$ cat src/rtl/bcd_countdown_timer.sv
// Multi-digit BCD countdown timer (mm:ss style) with preset load, clear, start/stop and expiry flag.
// Optional feature: define BCD_TIMER_AUTO_RELOAD_EN to reload the last preset on expiry instead of stopping.
module bcd_countdown_timer #(
   parameter int DIGITS     = 4,
   parameter int TENS_RADIX = 6
) (
   input  logic                  clk,
   input  logic                  rst,
   input  logic                  tick,
   input  logic                  clear,
   input  logic                  load,
   input  logic [4*DIGITS-1:0]   preset,
   input  logic                  start,
   input  logic                  stop,
   output logic [4*DIGITS-1:0]   count,
   output logic                  running,
   output logic                  paused,
   output logic                  expired,
   output logic                  done
);

   localparam int         W        = 4 * DIGITS;
   localparam logic [3:0] UNIT_MAX = 4'd9;
   localparam logic [3:0] TENS_MAX = 4'(TENS_RADIX - 1);

   typedef enum logic [1:0] {
      S_IDLE,
      S_RUN,
      S_PAUSE,
      S_DONE
   } state_t;

   state_t         r_state;
   state_t         w_state_nxt;
   logic [W-1:0]   r_count;
   logic [W-1:0]   w_count_nxt;
   logic [W-1:0]   w_sat;
   logic [W-1:0]   w_dec;
   logic           r_done;
   logic           w_done_nxt;
   logic           w_count_zero;
   logic           w_dec_zero;
`ifdef BCD_TIMER_AUTO_RELOAD_EN
   logic [W-1:0]   r_shadow;
   logic [W-1:0]   w_shadow_nxt;
`endif

   // Clamp each preset digit to its own radix: odd digits are tens, even digits are units.
   always_comb begin
      w_sat = '0;
      for (int i = 0; i < DIGITS; i++) begin
         logic [3:0] v_lim;
         v_lim = (i % 2 != 0) ? TENS_MAX : UNIT_MAX;
         w_sat[4*i +: 4] = (preset[4*i +: 4] > v_lim) ? v_lim : preset[4*i +: 4];
      end
   end

   // Borrow ripples up from digit 0; a zero digit wraps to its radix-1.
   always_comb begin
      logic v_borrow;
      logic [3:0] v_lim;
      logic [3:0] v_dig;
      w_dec    = '0;
      v_borrow = 1'b1;
      for (int i = 0; i < DIGITS; i++) begin
         v_lim = (i % 2 != 0) ? TENS_MAX : UNIT_MAX;
         v_dig = r_count[4*i +: 4];
         if (!v_borrow) begin
            w_dec[4*i +: 4] = v_dig;
         end else if (v_dig == 4'd0) begin
            w_dec[4*i +: 4] = v_lim;
         end else begin
            w_dec[4*i +: 4] = v_dig - 4'd1;
            v_borrow        = 1'b0;
         end
      end
   end

   assign w_count_zero = (r_count == '0);
   assign w_dec_zero   = (w_dec == '0);

   // NOTE: every signal written below gets a default first so no latch is inferred on untaken branches.
   always_comb begin
      w_state_nxt  = r_state;
      w_count_nxt  = r_count;
      w_done_nxt   = 1'b0;
`ifdef BCD_TIMER_AUTO_RELOAD_EN
      w_shadow_nxt = r_shadow;
`endif
      if (clear) begin
         w_count_nxt  = '0;
         w_state_nxt  = S_IDLE;
`ifdef BCD_TIMER_AUTO_RELOAD_EN
         w_shadow_nxt = '0;
`endif
      end else if (load) begin
         w_count_nxt  = w_sat;
         w_state_nxt  = S_IDLE;
`ifdef BCD_TIMER_AUTO_RELOAD_EN
         w_shadow_nxt = w_sat;
`endif
      end else if (stop) begin
         if (r_state == S_RUN) w_state_nxt = S_PAUSE;
      end else if (start) begin
         if ((r_state == S_IDLE || r_state == S_PAUSE) && !w_count_zero) w_state_nxt = S_RUN;
      end else if (tick && r_state == S_RUN) begin
         w_count_nxt = w_dec;
         if (w_dec_zero) begin
            w_done_nxt = 1'b1;
`ifdef BCD_TIMER_AUTO_RELOAD_EN
            if (r_shadow != '0) w_count_nxt = r_shadow;
            else                w_state_nxt = S_DONE;
`else
            w_state_nxt = S_DONE;
`endif
         end
      end
   end

   // NOTE: state registers use non-blocking assignments so every flop samples pre-edge values.
   always_ff @(posedge clk) begin
      if (rst) begin
         r_state  <= S_IDLE;
         r_count  <= '0;
         r_done   <= 1'b0;
`ifdef BCD_TIMER_AUTO_RELOAD_EN
         r_shadow <= '0;
`endif
      end else begin
         r_state  <= w_state_nxt;
         r_count  <= w_count_nxt;
         r_done   <= w_done_nxt;
`ifdef BCD_TIMER_AUTO_RELOAD_EN
         r_shadow <= w_shadow_nxt;
`endif
      end
   end

   assign count   = r_count;
   assign running = (r_state == S_RUN);
   assign paused  = (r_state == S_PAUSE);
   assign expired = (r_state == S_DONE);
   assign done    = r_done;

endmodule

$ cat config.mk
export PLATFORM = sky130hd
export DESIGN_NAME = bcd_countdown_timer
export DESIGN_NICKNAME = d
export VERILOG_FILES = /design/src/rtl/bcd_countdown_timer.sv
export SDC_FILE = /design/constraint.sdc
export NUM_CORES = 1
export LEC_CHECK = 0
export BUFFER_PORTS_ARGS = -buffer_cell sky130_fd_sc_hd__buf_2
export CAP_MARGIN = 20
export CORE_MARGIN = 3
export CORE_UTILIZATION = 52
export CTS_CLUSTER_SIZE = 30
export DETAILED_ROUTE_END_ITERATION = 12
export PLACE_DENSITY = 0.82
export SYNTH_ARGS = -nofsm -noshare
export SYNTH_HDL_FRONTEND = slang
export SYNTH_SLANG_ARGS = --single-unit
$ cat constraint.sdc
create_clock -name clk -period 3.4 [get_ports clk]
set_clock_uncertainty 0.1 [all_clocks]
set_input_delay 0.68 -clock clk [delete_from_list [all_inputs] [get_ports clk]]
set_output_delay 0.68 -clock clk [all_outputs]
set_load 0.05 [all_outputs]
==> impl_metrics.csv, run 1 <==
group,metric,value,unit
synth,synth_fp_nets,163,
timing,setup_violations,0,
die,fp.dieW,53.33,µm
worst_setup_path,crit_type,"flop to output port",
synth,ys_types,43,
worst_setup_path,cp-end-kind,"output port",
synth,synthCells,140,
timing,maxSlewViolCount,0,
finish,drive_above_1_share,27.62,%
power,seqPwrFrac,51.9,%
die,io_pins,43,
timing,hold_viol,0,
synth,synth_seq_cells,19,
power,powerDensity,327.5,mW/mm²
global_routing,grt.total_usage,23.74,%
routing,drt_wl_total,3210,µm
routing,vias,1322,
synth,yosysTopAreaCell,"dfxtp_1",
worst_setup_path,crit_fanout,13,
placed_design,gp_congestion,0.8077,
timing,tightest_slew,777.2,ps
min_path,min_path_type,"flop to flop",
timing,rsz0062_at_grt,"no",
global_routing,first_global_vias,1193,
synth,syn_area_per_cell,8.320,µm²
routing,met1Wirelength,1335,µm
synth,synth_top_area_share,32.65,%
clocking,clkTransAtPathRegs,100,ps
die,core_area,0.002042,mm²
clocking,cts-root-buf,"clkbuf_4",
clocking,h-tree-depth,1,
power,switching_share,32.43,%
routing,ant_nets,0,
synth,synthesis.area,0.001165,mm²
finish,fillers,190,
routing,route.detailed.drc,0,
worst_setup_path,cp.arrival,1330,ps
placed_design,dp_hpwl,2465,µm
clocking,ctsResizeCount,0,
die,chipHeight,53.33,µm
power,irDropWorstVdd,0.0002301,V
clocking,cts_hold_buf,0,
routing,drt_iter0_drc,56,
global_routing,grt_pass1_wl,5030,µm
finish,nNetsFinal,205,
routing,wl_per_cell,15.43,µm
clocking,clk_latency,290,ps
global_routing,grt_max_degree,22,
power,clkPwrFrac,24.5,%
die,start_util,57.05,%
power,pwr-share-comb,23.6,%
die,die_area,0.002844,mm²
die,rows,16,
timing,slew_headroom,48.00,%
clocking,cts_buffer_depth,2,
global_routing,gr-total-overflow,0,
power,p_leak,0.6059,nW
timing,final.min_clock_period,2111,ps
worst_setup_path,cp.required,2620,ps
synth,synth.area.top_cells,"dfxtp_1, o21ai_0, nor2_1",
timing,max_clock_freq,0.4738,GHz
run_status,status,"complete, no violations",
finish,multiInputGateArea,758.2,µm²
routing,wl_met2,1581,µm
worst_setup_path,start_kind,"flop",
routing,via_per_inst,6.356,
finish,area_delta_synth_final,21.59,%
routing,highest_layer,"met4",
power,intPower,313.5,µW
finish,antenna_cells,0,
clocking,cts_tree,"yes",
routing,wl_met3,237,µm
synth,seq_area_frac_synth,32.65,%
finish,seq_area,380.4,µm²
timing,finalCritPeriodShare,62.08,%
placed_design,port_buffers,42,
global_routing,antenna_found_initial,0,
timing,setup_tns,0,ps
job,cap_violations,0,
clocking,clock-sinks,19,
power,switchingPower,150.5,µW
clocking,cts_buffers,3,
timing,hold_ws,391.7,ps
synth,synth_warnings,0,
routing,drtPass1Iterations,4,
clocking,postCtsSetupBuffers,0,
[flip-flops by register name, summed over array words and instances, names as in the netlist]
signal,flops
count,16
r_state,2
done,1
[critical path, cell delays in order (launching register included)]
cell	delay (ps)
dfxtp_1	600
and2_1	180
buf_2	250
[cell usage after synthesis, drive strengths merged]
cell type / n
a221o: 1
o21a: 3
a31oi: 7
nor4: 2
o2111ai: 2
o311ai: 1
nand3: 8
a41oi: 1
o31ai: 4
and2b: 1
o21ai: 10
nand2: 9
nor3: 4
dfxtp: 19
or2: 1
mux2i: 4
o311a: 1
nor2: 12
nand4: 4
a211o: 1
nand4b: 4
and3: 1
a21oi: 5
xor2: 2
or4: 3
a22oi: 2
a21o: 1
a2111o: 1
nor2b: 4
or3b: 1
and2: 2
nor4b: 2
and4: 2
inv: 2
nor3b: 1
o211a: 1
clkbuf: 5
nand3b: 3
or3: 3
[cells by family after synthesis]
| logic type | count (synthesis) | share of synthesized area [%] |
|---|---|---|
| buffers and inverters | 7 | 2.256 |
| XOR/XNOR | 2 | 1.504 |
| AND/OR/NAND/NOR | 67 | 36.20 |
| AO/OA/AOI/OAI | 41 | 23.95 |
| flip-flops | 19 | 32.65 |
| multiplexers | 4 | 3.437 |
[final cells by class]
| cell class | instances | share of cell area (%) |
|---|---|---|
| clock buffers | 4 | 1.855 |
| inverters | 2 | 0.5300 |
| multi-input cells | 114 | 53.53 |
| flip-flops and latches | 19 | 26.86 |
| well taps | 27 | 2.385 |
| repair buffers | 42 | 14.84 |
[per-layer routing]
| layer | vias to the layer above | GRT usage (%) |
|---|---|---|
| met3 | 7 | 2.817 |
| met4 | 0 | 10.21 |
| met2 | 60 | 41.63 |
| met5 | - | 0 |
| li1 | 631 | - |
| met1 | 624 | 28.57 |
[cell usage in the layout, fill, tap and decap left out, types with 2 or more instances in the layout]
| cell type | synthesis | final |
|---|---|---|
| mux2i_1 | 4 | 4 |
| o21a_1 | 3 | 3 |
| o31ai_1 | 4 | 4 |
| o21ai_0 | 10 | 10 |
| clkbuf_4 | 0 | 3 |
| nand3_1 | 7 | 7 |
| or3_1 | 3 | 3 |
| and2_1 | 2 | 2 |
| nand4b_1 | 4 | 4 |
| and4_1 | 2 | 2 |
| a21oi_1 | 5 | 5 |
| nor3_1 | 4 | 4 |
| a31oi_1 | 7 | 7 |
| or4_1 | 3 | 3 |
| nand4_1 | 4 | 4 |
| nand2_1 | 8 | 8 |
| buf_2 | 0 | 42 |
| dfxtp_1 | 19 | 19 |
| nor2_1 | 12 | 12 |
| xor2_1 | 2 | 2 |
| nor2b_1 | 4 | 4 |
| inv_1 | 2 | 2 |
| o2111ai_1 | 2 | 2 |
| a22oi_1 | 2 | 2 |
| nand3b_1 | 3 | 3 |
[final timing paths]
kind | startpoint | to | slack (ps) | cells after the start
max reg2reg | count[6]$_SDFFE_PP0P_ | count[14]$_SDFFE_PP0P_ | 1320 | 4
max | r_state[0]$_SDFFE_PP0P_ | expired | 1290 | 2
min | count[15]$_SDFFE_PP0P_ | count[15]$_SDFFE_PP0P_ | 390 | 1
min reg2reg | count[15]$_SDFFE_PP0P_ | count[15]$_SDFFE_PP0P_ | 390 | 1
[stage by stage]
step	util [%]	power (mW)	area, µm²	worst slack [ps]	instances
6_report	69.36	0.4639	1416	1289	208
5_1_grt	69.36	0.4806	1416	1180	208
4_1_cts	69.36	0.4629	1416	1293	208
3_5_place_dp	68.08	0.3535	1390	1025	204
3_3_place_gp	68.08	0.3507	1390	1090	204
2_1_floorplan	-	0.3179	1165	1351	140
[power by group through the flow]
stage / Combinational [mW] / Clock (mW) / Sequential [mW]
floorplan: 0.0525 / 0 / 0.265
global placement: 0.106 / 0 / 0.245
detailed placement: 0.108 / 0 / 0.245
CTS: 0.109 / 0.114 / 0.240
global route: 0.118 / 0.121 / 0.242
finish: 0.110 / 0.114 / 0.241
Note: power is estimated with default switching activity, not from simulation.
==> inputs of run 2 (changes only) <==
--- a/config.mk
+++ b/config.mk
@@ -8,10 +8,10 @@
 export BUFFER_PORTS_ARGS = -buffer_cell sky130_fd_sc_hd__buf_2
 export CAP_MARGIN = 20
 export CORE_MARGIN = 3
-export CORE_UTILIZATION = 52
+export CORE_UTILIZATION = 44
 export CTS_CLUSTER_SIZE = 30
 export DETAILED_ROUTE_END_ITERATION = 12
-export PLACE_DENSITY = 0.82
+export PLACE_DENSITY = 0.73
 export SYNTH_ARGS = -nofsm -noshare
 export SYNTH_HDL_FRONTEND = slang
 export SYNTH_SLANG_ARGS = --single-unit
==> constraint.sdc (replaced) <==
create_clock -name clk -period 1.7 [get_ports clk]
set_clock_uncertainty 0.1 [all_clocks]
set_input_delay 0.34 -clock clk [delete_from_list [all_inputs] [get_ports clk]]
set_output_delay 0.34 -clock clk [all_outputs]
set_load 0.05 [all_outputs]
==> run 2 against run 1 <==
Critical path depth up 2. Largest cell class unchanged. Utilization down 2.2 points. Register-to-register slack worse by 1400 ps. The flow now finishes with violations (setup timing). Flip-flop and latch count unchanged. Die area up 16%. Global-route usage down 0.84 points. Final cell count up 15%. Non-clock buffer count up 28. Via count up 7.8%. Worst setup slack worse by 1400 ps.
==> impl_metrics.csv, run 2 (same netlist as run 1, synthesis figures left out) <==
group,metric,value,unit
run_status,status,"finished with violations",
run_status,violations,"setup timing",
routing,drt_wl_total,3657,µm
power,powerDensity,598.6,mW/mm²
job,cap_violations,0,
finish,drive_above_1_share,45.45,%
routing,route.detailed.drc,0,
placed_design,port_buffers,42,
clocking,cts_tree,"yes",
routing,wl_per_cell,15.30,µm
finish,antenna_cells,0,
finish,mostFrequentLayoutCell,"buf_2",
global_routing,gr-total-overflow,0,
global_routing,grt.total_usage,22.91,%
clocking,h-tree-depth,1,
routing,ant_nets,0,
finish,fillers,203,
worst_setup_path,crit_fanout,5,
die,chipHeight,57.46,µm
timing,final.min_clock_period,1761,ps
timing,maxSlewViolCount,0,
global_routing,grt_max_degree,20,
die,start_util,46.60,%
die,fp.dieW,57.46,µm
timing,tightest_slew,396.5,ps
finish,final_cell_mix,"buf_2, buf_4, nor2_1",
timing,finalCritPeriodShare,103.6,%
worst_setup_path,cp.required,1840,ps
die,core_area,0.002500,mm²
timing,max_clock_freq,0.5678,GHz
clocking,clock-sinks,19,
min_path,min_path_type,"input port to flop",
die,rows,18,
timing,rsz0062_at_grt,"yes",
timing,fin_ws,-61.23,ps
routing,vias,1425,
routing,drtPass1Iterations,4,
timing,hold_viol,0,
finish,seq_area,401.6,µm²
clocking,cts_hold_buf,0,
global_routing,first_global_vias,1396,
die,io_pins,43,
power,p_leak,0.7568,nW
worst_setup_path,crit_type,"flop to flop",
power,irDropWorstVdd,0.0004115,V
finish,nNetsFinal,233,
placed_design,placed_area,0.001624,mm²
clocking,clk_latency,300,ps
timing,setup_violations,3,
clocking,clkTransAtPathRegs,110,ps
placed_design,gp_congestion,0.8194,
clocking,cts_buffer_depth,2,
clocking,cts_buffers,3,
finish,multiInputGateArea,780.7,µm²
worst_setup_path,cp-end-kind,"flop",
worst_setup_path,start_kind,"flop",
finish,fin_area,0.001679,mm²
finish,area_delta_synth_final,44.15,%
global_routing,grt_pass1_wl,5892,µm
global_routing,antenna_found_initial,0,
worst_setup_path,cp.arrival,1900,ps
timing,hold_ws,201.6,ps
placed_design,dp_hpwl,2854,µm
die,die_area,0.003301,mm²
routing,via_per_inst,5.962,
finish,largest_reg_flops,16,
timing,slew_headroom,73.19,%
routing,drt_iter0_drc,52,
clocking,cts-root-buf,"clkbuf_4",
run 2: changes by cell type in the layout (fill, tap and decap cells not counted), sizes merged:
cell,change
buf,+26
clkbuf,+2
run 2: per-layer routing:
layer / part of all wire, % / track usage (%)
met5: 0 / 0
met4: 2.2 / 13.58
met3: 6.9 / 4.299
met2: 48 / 38.87
met1: 42 / 26.49
run 2: final timing paths:
check | start | endpoint | slack, ps | depth (start not counted)
worst max-delay path | count[3]$_SDFFE_PP0P_ | count[14]$_SDFFE_PP0P_ | -60 | 4
worst max register to register | count[3]$_SDFFE_PP0P_ | count[14]$_SDFFE_PP0P_ | -60 | 4
worst min-delay path | preset[5] | count[5]$_SDFFE_PP0P_ | 200 | 3
worst min register to register | count[15]$_SDFFE_PP0P_ | count[15]$_SDFFE_PP0P_ | 390 | 1
run 2: critical path, cell delays in order (launching register included):
cell and delay [ps]:
dfxtp_4 370, nor4_4 400, nand4_1 200, or4_4 500, a31oi_1 130
run 2: cell type report:
cell class,count,area share (%)
Multi-Input combinational cell,114,46.50
Timing Repair Buffer,70,25.34
Sequential cell,19,23.92
Tap cell,30,2.235
Clock buffer,4,1.565
Inverter,2,0.4471
run 2: power breakdown:
part           switching [mW]  internal, mW  total, mW  leakage [nW]
combinational           0.164         0.124      0.288         0.581
sequential             0.0194         0.458      0.477         0.161
clock                   0.148        0.0916      0.240        0.0150
total                   0.331         0.674       1.01         0.757
run 2: metrics by stage:
step                      setup slack (ps)  total power, mW  TNS (ps)  utilization [%]  std cells
after global routing                -180.0            1.051    -569.3            67.17        239
final                               -61.23            1.005    -69.01            67.17        239
after global placement              -71.68           0.7487    -243.2            64.96        233
after detailed placement            -147.1           0.7568    -568.2            64.96        233
after floorplan                     -31.73           0.6391    -77.77                -        140
after CTS                           -40.92            1.000    -66.02            66.67        239
run 2: repair_timing:
action / in CTS / in global routing
setup endpoints to repair: 8 / 11
resized for setup: 2 / 5
pin swaps: 1 / 7
buffers inserted: 2 / 1
